[src/rtl/sw_n_pkg.sv]
// sw_n_pkg: flit layout helpers and port-index type shared by the sw_n switch.
// A flit is {dest|src, payload}: index at [PORTW+DW-1:DW], payload at [DW-1:0].
package sw_n_pkg;
    localparam int MAX_NPORT = 16;
    localparam int MAX_PORTW = $clog2(MAX_NPORT);
    typedef logic [MAX_PORTW-1:0] port_idx_t;
    function automatic int flit_w(input int portw, input int dw);
        return portw + dw;
    endfunction
    function automatic int idx_lo(input int dw);
        return dw;
    endfunction
endpackage

[src/rtl/sw_n_arb.sv]
// sw_n_arb: per-output arbiter, one-hot grant only when the output stage can load.
// SWN_RR_EN selects round-robin (pointer moves past the winner); otherwise lowest index wins.
module sw_n_arb
    import sw_n_pkg::*;
#(
    parameter int NPORT = 4
) (
`ifdef SWN_RR_EN
    input  logic             clk,
    input  logic             rst,
`endif
    input  logic             en,
    input  logic [NPORT-1:0] req,
    output logic [NPORT-1:0] gnt
);
`ifdef SWN_RR_EN
    localparam int PW = $clog2(NPORT);
    logic [PW-1:0] ptr_q, ptr_d;
    always_comb begin
        gnt = '0;
        ptr_d = ptr_q;
        // Scan from lowest priority up so the highest-priority requester is written last.
        for (int k = NPORT - 1; k >= 0; k--) begin
            if (req[(int'(ptr_q) + k) % NPORT]) begin
                gnt = NPORT'(1) << ((int'(ptr_q) + k) % NPORT);
                ptr_d = PW'((int'(ptr_q) + k + 1) % NPORT);
            end
        end
        if (!en) begin
            gnt = '0;
            ptr_d = ptr_q;
        end
    end
    always_ff @(posedge clk) begin
        if (!rst) ptr_q <= '0;
        else ptr_q <= ptr_d;
    end
`else
    assign gnt = en ? (req & (~req + NPORT'(1))) : '0;
`endif
endmodule

[src/rtl/sw_n.sv]
// sw_n: NPORT-way input-buffered packet switch; dest field swapped for source index on egress.
// Optional SWN_RR_EN macro enables round-robin arbitration per output.
module sw_n
    import sw_n_pkg::*;
#(
    parameter int NPORT = 4,
    parameter int DW = 8,
    parameter int DEPTH = 4,
    localparam int PORTW = $clog2(NPORT),
    localparam int FW = flit_w(PORTW, DW)
) (
    input  logic                clk,
    input  logic                rst,
    input  logic [NPORT-1:0]    in_valid,
    output logic [NPORT-1:0]    in_ready,
    input  logic [NPORT*FW-1:0] in_flit,
    output logic [NPORT-1:0]    out_valid,
    input  logic [NPORT-1:0]    out_ready,
    output logic [NPORT*FW-1:0] out_flit,
    output logic [NPORT-1:0]    drop
);
    localparam int AW = $clog2(DEPTH);
    localparam int CW = $clog2(DEPTH + 1);
    localparam int LO = idx_lo(DW);

    logic [FW-1:0]    head [NPORT];
    logic [FW-1:0]    nf [NPORT];
    logic [FW-1:0]    of_q [NPORT];
    logic [NPORT-1:0] req [NPORT];
    logic [NPORT-1:0] gnt [NPORT];
    logic [NPORT-1:0] ne, bad, pop, ld, ov_q, drop_q;

    for (genvar i = 0; i < NPORT; i++) begin : g_in
        logic [FW-1:0] mem_q [DEPTH];
        logic [AW-1:0] wp_q, rp_q;
        logic [CW-1:0] cnt_q;
        logic          push;
        assign in_ready[i] = cnt_q != CW'(DEPTH);
        assign push = in_valid[i] && in_ready[i];
        assign ne[i] = cnt_q != '0;
        assign head[i] = mem_q[rp_q];
        // Out-of-range destinations are flushed instead of blocking the FIFO.
        assign bad[i] = ne[i] && (32'(head[i][FW-1:LO]) >= 32'(NPORT));
        always_ff @(posedge clk) begin
            if (push) mem_q[wp_q] <= in_flit[i*FW +: FW];
        end
        always_ff @(posedge clk) begin
            if (!rst) begin
                wp_q <= '0;
                rp_q <= '0;
                cnt_q <= '0;
            end else begin
                if (push) wp_q <= (wp_q == AW'(DEPTH - 1)) ? '0 : wp_q + 1'b1;
                if (pop[i]) rp_q <= (rp_q == AW'(DEPTH - 1)) ? '0 : rp_q + 1'b1;
                cnt_q <= cnt_q + CW'(push) - CW'(pop[i]);
            end
        end
    end

    assign ld = ~ov_q | out_ready;

    always_comb begin
        for (int o = 0; o < NPORT; o++)
            for (int i = 0; i < NPORT; i++)
                req[o][i] = ne[i] && (head[i][FW-1:LO] == PORTW'(o));
    end

    for (genvar o = 0; o < NPORT; o++) begin : g_out
        sw_n_arb #(.NPORT(NPORT)) u_arb (
`ifdef SWN_RR_EN
            .clk (clk),
            .rst (rst),
`endif
            .en  (ld[o]),
            .req (req[o]),
            .gnt (gnt[o])
        );
        assign out_flit[o*FW +: FW] = of_q[o];
    end

    always_comb begin
        pop = bad;
        for (int o = 0; o < NPORT; o++) begin
            pop = pop | gnt[o];
            nf[o] = '0;
            for (int i = 0; i < NPORT; i++)
                if (gnt[o][i]) nf[o] = {PORTW'(i), head[i][DW-1:0]};
        end
    end

    always_ff @(posedge clk) begin
        if (!rst) begin
            ov_q <= '0;
            drop_q <= '0;
            for (int o = 0; o < NPORT; o++) of_q[o] <= '0;
        end else begin
            drop_q <= bad;
            for (int o = 0; o < NPORT; o++) begin
                if (|gnt[o]) begin
                    ov_q[o] <= 1'b1;
                    of_q[o] <= nf[o];
                end else if (out_ready[o]) begin
                    ov_q[o] <= 1'b0;
                end
            end
        end
    end

    assign out_valid = ov_q;
    assign drop = drop_q;
endmodule
[config.mk]
export PLATFORM = sky130hd
export DESIGN_NAME = sw_n
export DESIGN_NICKNAME = d
export VERILOG_FILES = /design/src/rtl/sw_n_pkg.sv /design/src/rtl/sw_n_arb.sv /design/src/rtl/sw_n.sv
export SDC_FILE = /design/constraint.sdc
export NUM_CORES = 1
export LEC_CHECK = 0
export CORE_UTILIZATION = 55
export DETAILED_ROUTE_END_ITERATION = 7
export PLACE_DENSITY = 0.84
export SLEW_MARGIN = 20
export SYNTH_ARGS = -nofsm -noshare
export SYNTH_HDL_FRONTEND = slang
export SYNTH_SLANG_ARGS = --single-unit
[constraint.sdc]
create_clock -name clk -period 4.6 [get_ports clk]
set_input_delay 0.92 -clock clk [delete_from_list [all_inputs] [get_ports clk]]
set_output_delay 0.92 -clock clk [all_outputs]
set_load 0.01 [all_outputs]
**Yosys cells after proc, flatten, opt, wreduce, memory -nomap -nowiden**

Memory sizes are Yosys's and may differ from the RTL's. A register that Yosys moved wholly into a read port is not among the register bits.
Cells that the tools add are included.

- RAM bits: 200
- Bits of input ports: 50
- Output and inout bits: 52
- Logic and storage cells: 187
- Memories: 5
- Register bits: 32

Memory list:

| memory | depth | bits a word | rd ports | clocked after Yosys merged registers in | wr ports | line | source |
|---|---|---|---|---|---|---|---|
| g_in[0].mem_q | 4 | 10 | 1 | 1 | 1 | sw_n.sv:34 | `logic [FW-1:0] mem_q [DEPTH];` |
| g_in[1].mem_q | 4 | 10 | 1 | 1 | 1 | sw_n.sv:34 |  |
| g_in[2].mem_q | 4 | 10 | 1 | 1 | 1 | sw_n.sv:34 |  |
| g_in[3].mem_q | 4 | 10 | 1 | 1 | 1 | sw_n.sv:34 |  |
| of_q | 4 | 10 | 4 | 0 | 4 | sw_n.sv:28 | `logic [FW-1:0] of_q [NPORT];` |

- Bitwise operators: 17
- $add $sub $neg: 20
- Reduce and logical (&&, ||, !) cells: 36
- Equal/unequal tests: 24
- Muxes and demuxes: 69

Operators with widths:

| kind | count |
|---|---|
| 2-to-1 mux 10 bit | 16 |
| == test 2 bit (second input constant) | 16 |
| 2-to-1 mux 2 bit | 16 |
| 2-to-1 mux 8 bit | 4 |
| 2-to-1 mux 1 bit | 29 |
| logical AND 1 bit | 20 |
| NOT 4 bit | 5 |
| adder 2 x 1 -> 2 bit (second input constant) | 8 |
| adder 4 x 1 -> 4 bit (second input constant) | 4 |
| AND 4 bit | 4 |
| 2-to-1 mux 4 bit | 4 |
| bitwise OR 4 bit | 4 |
| OR reduction 4 bit | 4 |
| adder 3 x 1 -> 3 bit | 4 |
| != test 3 bit (second input constant) | 4 |
| nonzero test 3 bit | 4 |
| subtractor 3 x 1 -> 3 bit | 4 |
| == test 2 x 1 -> 1 bit (second input constant) | 4 |
| zero test 2 bit | 4 |
| nonzero test 2 bit | 4 |
| bitwise OR 1 bit | 4 |

**Longest topological paths before layout**

- Depth in word-level cells: 11
- Depth in mapped cells: 16
- Gate-level depth less buffers: 14

**Cells and area by module**

Synthesis repeated with hierarchy kept, for this count alone.

- Cells, all modules: 736
- Area total of the unflattened synthesis: 10752.8 sq um

Modules (own cells, without submodules):

| module | instances | seq. area each (sq um) | cells an instance | area an instance (sq um) |
|---|---|---|---|---|
| sw_n | 1 | 6806.5 | 712 | 10512.6 |
| sw_n_arb | 4 | 0.0 | 6 | 60.1 |

**Least setup slack after synthesis**

OpenSTA, ideal clock, no wires.

- Path kind: flip-flop to flip-flop
- Start: register (tool-made name)
- End: register g_in[2].cnt_q[2]
- Path buffers: 1
- Library setup time: 0.128 ns
- Required time: 4.472 ns
- Data arrival time: 3.112 ns
- Cell stages (with the launch flop): 15
- Setup slack: 1.360 ns
- Period minus slack after synthesis: 3.240 ns
- Cell sequence: dfxtp_1 buf_6 mux4_2 or2_4 and4_4 a2111oi_4 inv_1 ha_1 inv_1 ha_1 inv_1 fa_1 xor2_1 xnor2_1 nor2_1

RTL lines:

| element | line | source |
|---|---|---|
| end signal, assigned | sw_n.sv:55 | `cnt_q <= cnt_q + CW'(push) - CW'(pop[i]);` |
| end, declared | sw_n.sv:36 | `logic [CW-1:0] cnt_q;` |

==> run_summary.xml <==
<?xml version="1.0" encoding="UTF-8"?>
<metrics>
  <group name="synth">
    <metric name="post-synth-top-area-cell" unit="">sky130_fd_sc_hd__edfxtp_1</metric>
    <metric name="synth_edf_count" unit="">200</metric>
    <metric name="syn-mean-instance-area" unit="µm²">14.0</metric>
    <metric name="yosys.area.top_type_share" unit="">0.532</metric>
    <metric name="most_area_consuming_cells_after_synthesis" unit="">sky130_fd_sc_hd__edfxtp_1 (53%), sky130_fd_sc_hd__mux4_2 (7.2%), sky130_fd_sc_hd__dfxtp_1 (7.1%), sky130_fd_sc_hd__ha_1 (3.0%), sky130_fd_sc_hd__nor2_1 (2.2%)</metric>
    <metric name="post-synth-top-count-cell" unit="">sky130_fd_sc_hd__edfxtp_1</metric>
    <metric name="number_of_unique_standard_cell_types_used_by_synthesis" unit="">84</metric>
    <metric name="asyncSetResetFlopFracSynth" unit="">0</metric>
    <metric name="synth_sequential_area_ratio" unit="">0.603</metric>
    <metric name="synth_top_cells_by_count" unit="">sky130_fd_sc_hd__edfxtp_1 (200), sky130_fd_sc_hd__nor2_1 (66), sky130_fd_sc_hd__nand2_1 (44)</metric>
    <metric name="synth.ff_latch_count" unit="">240</metric>
    <metric name="area_of_the_mapped_netlist" unit="µm²">11300</metric>
    <metric name="ys_warn_count" unit="">0</metric>
    <metric name="synthCells" unit="">806</metric>
    <metric name="ys_dominant_reg_cell" unit="">sky130_fd_sc_hd__edfxtp_1</metric>
  </group>
  <group name="critical_path">
    <metric name="worst_r2r_endpoint" unit="">g_in[2].cnt_q[2]</metric>
    <metric name="startpoint_type" unit="">register</metric>
    <metric name="crit_fanout" unit="">16</metric>
    <metric name="timing.critical_path.arrival" unit="ns">4.29</metric>
    <metric name="critPathRequiredTime" unit="ns">4.99</metric>
    <metric name="endpoint_kind" unit="">register</metric>
    <metric name="r2r_cells" unit="">14</metric>
    <metric name="critPathKind" unit="">register to register</metric>
    <metric name="r2r_slack" unit="ns">0.71</metric>
  </group>
  <group name="clock_tree">
    <metric name="clock-sinks" unit="">240</metric>
    <metric name="cts_setup_buffers" unit="">0</metric>
    <metric name="cts.root.buffer_cell" unit="">sky130_fd_sc_hd__clkbuf_16</metric>
    <metric name="number_of_gates_resized_after_cts" unit="">0</metric>
    <metric name="clock_tree_from_tritoncts" unit="">built</metric>
    <metric name="htreeDepth" unit="">1</metric>
    <metric name="cts.hold.buffers_added" unit="">0</metric>
    <metric name="cts.reportedPaths.clkPinSlew" unit="ns">0.07</metric>
    <metric name="cts_max_path_buffers" unit="">3</metric>
    <metric name="cts_made_buffers" unit="">23</metric>
    <metric name="clock_latency" unit="ns">0.51</metric>
  </group>
  <group name="die">
    <metric name="placeableCoreArea" unit="µm²">20200</metric>
    <metric name="ios" unit="">102</metric>
    <metric name="num_rows" unit="">52</metric>
    <metric name="initial_utilization" unit="">0.560</metric>
    <metric name="die-area" unit="µm²">21100</metric>
    <metric name="die_w" unit="µm">145</metric>
    <metric name="die_height" unit="µm">145</metric>
  </group>
  <group name="global_route">
    <metric name="grt_antenna_before_repair" unit="">0</metric>
    <metric name="grt_first_pass_wirelength" unit="µm">39000</metric>
    <metric name="grtUsageTotal" unit="">0.241</metric>
    <metric name="vias_in_the_first_global_route" unit="">7061</metric>
    <metric name="pin_count_of_the_biggest_net_entering_global_routing" unit="">26</metric>
    <metric name="grt_remaining_overflow" unit="">0</metric>
  </group>
  <group name="cells_and_area">
    <metric name="proportion_of_layout_cells_with_a_drive_suffix_above_1" unit="">0.141</metric>
    <metric name="num_antenna_cells" unit="">0</metric>
    <metric name="flow.area_growth_from_synthesis" unit="%">18.3</metric>
    <metric name="utilization" unit="">0.662</metric>
    <metric name="fillerInstances" unit="">1411</metric>
    <metric name="register_area" unit="µm²">6810</metric>
    <metric name="num-nets-final" unit="">992</metric>
    <metric name="multiInputGateArea" unit="µm²">4140</metric>
    <metric name="final_area" unit="µm²">13400</metric>
  </group>
  <group name="sta">
    <metric name="max_slew_margin" unit="">0.408</metric>
    <metric name="timing.fmax" unit="GHz">0.257</metric>
    <metric name="final.period_utilization" unit="">0.846</metric>
    <metric name="fin_skew" unit="ns">0.0157</metric>
    <metric name="timing_worst_slew_pin_value" unit="ns">0.886</metric>
    <metric name="min_period" unit="ns">3.89</metric>
    <metric name="rsz0062_at_grt" unit="">false</metric>
    <metric name="timing.setup.tns" unit="ns">0</metric>
    <metric name="timing.final.hold_violations" unit="">0</metric>
    <metric name="slew_violations" unit="">0</metric>
    <metric name="finalSetupViolations" unit="">0</metric>
  </group>
  <group name="flow_run">
    <metric name="number_of_max_cap_violations" unit="">0</metric>
  </group>
  <group name="route">
    <metric name="detailroute.via_count" unit="">7172</metric>
    <metric name="detail-route-antenna-nets" unit="">0</metric>
    <metric name="wl_per_cell" unit="µm">20.9</metric>
    <metric name="vias_per_cell" unit="">5.99</metric>
    <metric name="detailedRoute.firstIterationViolations" unit="">666</metric>
    <metric name="drcViolationCount" unit="">0</metric>
    <metric name="wl" unit="µm">25100</metric>
    <metric name="number_of_optimization_iterations_in_the_first_detailed_route_pass" unit="">7</metric>
  </group>
  <group name="power_and_ir_drop">
    <metric name="vdd_ir_drop_max" unit="mV">0.446</metric>
    <metric name="power.density" unit="nW/µm²">651</metric>
    <metric name="leakage_component_of_the_power" unit="nW">4.65</metric>
  </group>
  <group name="worst_hold_path">
    <metric name="hp-class" unit="">register to register</metric>
    <metric name="terminating_pin_of_the_worst_hold_path" unit="">g_in[3].rp_q[1]</metric>
    <metric name="worst_hold_startpoint" unit="">g_in[3].rp_q[1]</metric>
    <metric name="hold-path-cell-count" unit="">2</metric>
  </group>
  <group name="placed_design">
    <metric name="globalplace.congestion" unit="">0.996</metric>
    <metric name="detailedPlacementHpwl" unit="µm">18100</metric>
    <metric name="dpl_cell_area" unit="µm²">12500</metric>
    <metric name="port_buffers" unit="">97</metric>
  </group>
  <group name="status">
    <metric name="outcome" unit="">finished, final reports clean</metric>
  </group>
</metrics>
registers in the layout, summed over array words and instances, names as in the netlist, named ones only:
| signal | flops |
|---|---|
| g_in.cnt_q | 12 |
| g_in.mem_q | 160 |
| g_in.rp_q | 8 |
| g_in.wp_q | 8 |
| of_q | 40 |
| out_valid | 4 |
cells by family after synthesis:
group	share of synthesized area
AO/OA/AOI/OAI	0.111
XOR/XNOR	0.00698
adder cells (fa/ha/maj)	0.0370
buffers and inverters	0.0317
flip-flops	0.603
multiplexers	0.0934
other	0.000332
AND/OR/NAND/NOR	0.117
worst max-delay path, cell delays in order, from the launching register on:
cell and delay [ns]:
sky130_fd_sc_hd__dfxtp_1 0.81, sky130_fd_sc_hd__mux2i_2 0.46, sky130_fd_sc_hd__nor4_4 0.11, sky130_fd_sc_hd__or2_1 0.38
sky130_fd_sc_hd__and4_4 0.26, sky130_fd_sc_hd__a2111oi_4 0.44, sky130_fd_sc_hd__inv_1 0.09, sky130_fd_sc_hd__ha_1 0.27
sky130_fd_sc_hd__inv_1 0.05, sky130_fd_sc_hd__ha_1 0.12, sky130_fd_sc_hd__inv_1 0.05, sky130_fd_sc_hd__fa_1 0.37
sky130_fd_sc_hd__xor2_1 0.16, sky130_fd_sc_hd__xnor2_1 0.15, sky130_fd_sc_hd__nor2_1 0.06
per-layer routing:
metal	GRT usage	wire length, µm
met1	0.320	10300
met2	0.391	12100
met3	0.0491	1780
met4	0.0947	834
met5	0	0
through the flow:
stage / hold WS (ns) / total power, mW / setup WS [ns] / std cells
after global placement: 0.470 / 6.51 / 0.659 / 1156
final: 0.493 / 8.69 / 0.707 / 1197
after detailed placement: 0.487 / 6.62 / 0.557 / 1156
after global routing: 0.522 / 9.12 / 0.472 / 1197
after CTS: 0.497 / 8.69 / 0.698 / 1197
after floorplan: 0.458 / 5.47 / 1.36 / 809
cells in the final DEF (no fill, tap or decap), drive strengths merged, types with 5 or more instances in the layout:
| cell type | count |
|---|---|
| clkbuf | 27 |
| o221ai | 8 |
| xnor2 | 6 |
| a21oi | 35 |
| nand3 | 13 |
| nor3b | 7 |
| nor3 | 18 |
| or2 | 5 |
| a21o | 9 |
| dfxtp | 40 |
| and3 | 17 |
| o32ai | 8 |
| ha | 27 |
| clkinv | 6 |
| nand2 | 44 |
| nand2b | 17 |
| edfxtp | 200 |
| a2111oi | 5 |
| or3 | 5 |
| a211oi | 17 |
| a22oi | 9 |
| o21ai | 28 |
| nor2 | 67 |
| inv | 34 |
| buf | 19 |
| a211o | 7 |
| mux4 | 36 |
| bufinv | 5 |
| mux2 | 5 |
| o2111a | 6 |
| mux2i | 18 |
| and2 | 11 |
| clkdlybuf4s50 | 97 |
cell type report:
cell class	instances	area share
clock buffers	27	0.0465
inverters	34	0.00955
flip-flops and latches	240	0.509
clock inverters	14	0.0160
multi-input cells	496	0.310
well taps	270	0.0253
repair buffers	116	0.0833
worst max path at each step:
| stage | startpoint | to | slack (ns) | depth (start not counted) |
|---|---|---|---|---|
| after floorplan | register | g_in[2].cnt_q[2] | 1.36 | 14 |
| after global routing | register | g_in[2].cnt_q[2] | 0.47 | 14 |
| final | register | g_in[2].cnt_q[2] | 0.71 | 14 |
| after detailed placement | out_ready[2] | g_in[3].cnt_q[2] | 0.56 | 12 |
| after global placement | out_ready[2] | g_in[3].cnt_q[2] | 0.66 | 12 |
| after CTS | register | g_in[2].cnt_q[2] | 0.70 | 14 |
power by group:
group | switching (mW) | internal, mW | leakage (nW)
Sequential | 0.294 | 2.85 | 2.23
Combinational | 1.98 | 1.52 | 2.02
Clock | 0.794 | 1.25 | 0.402
Note: power is estimated with default switching activity, not from simulation.
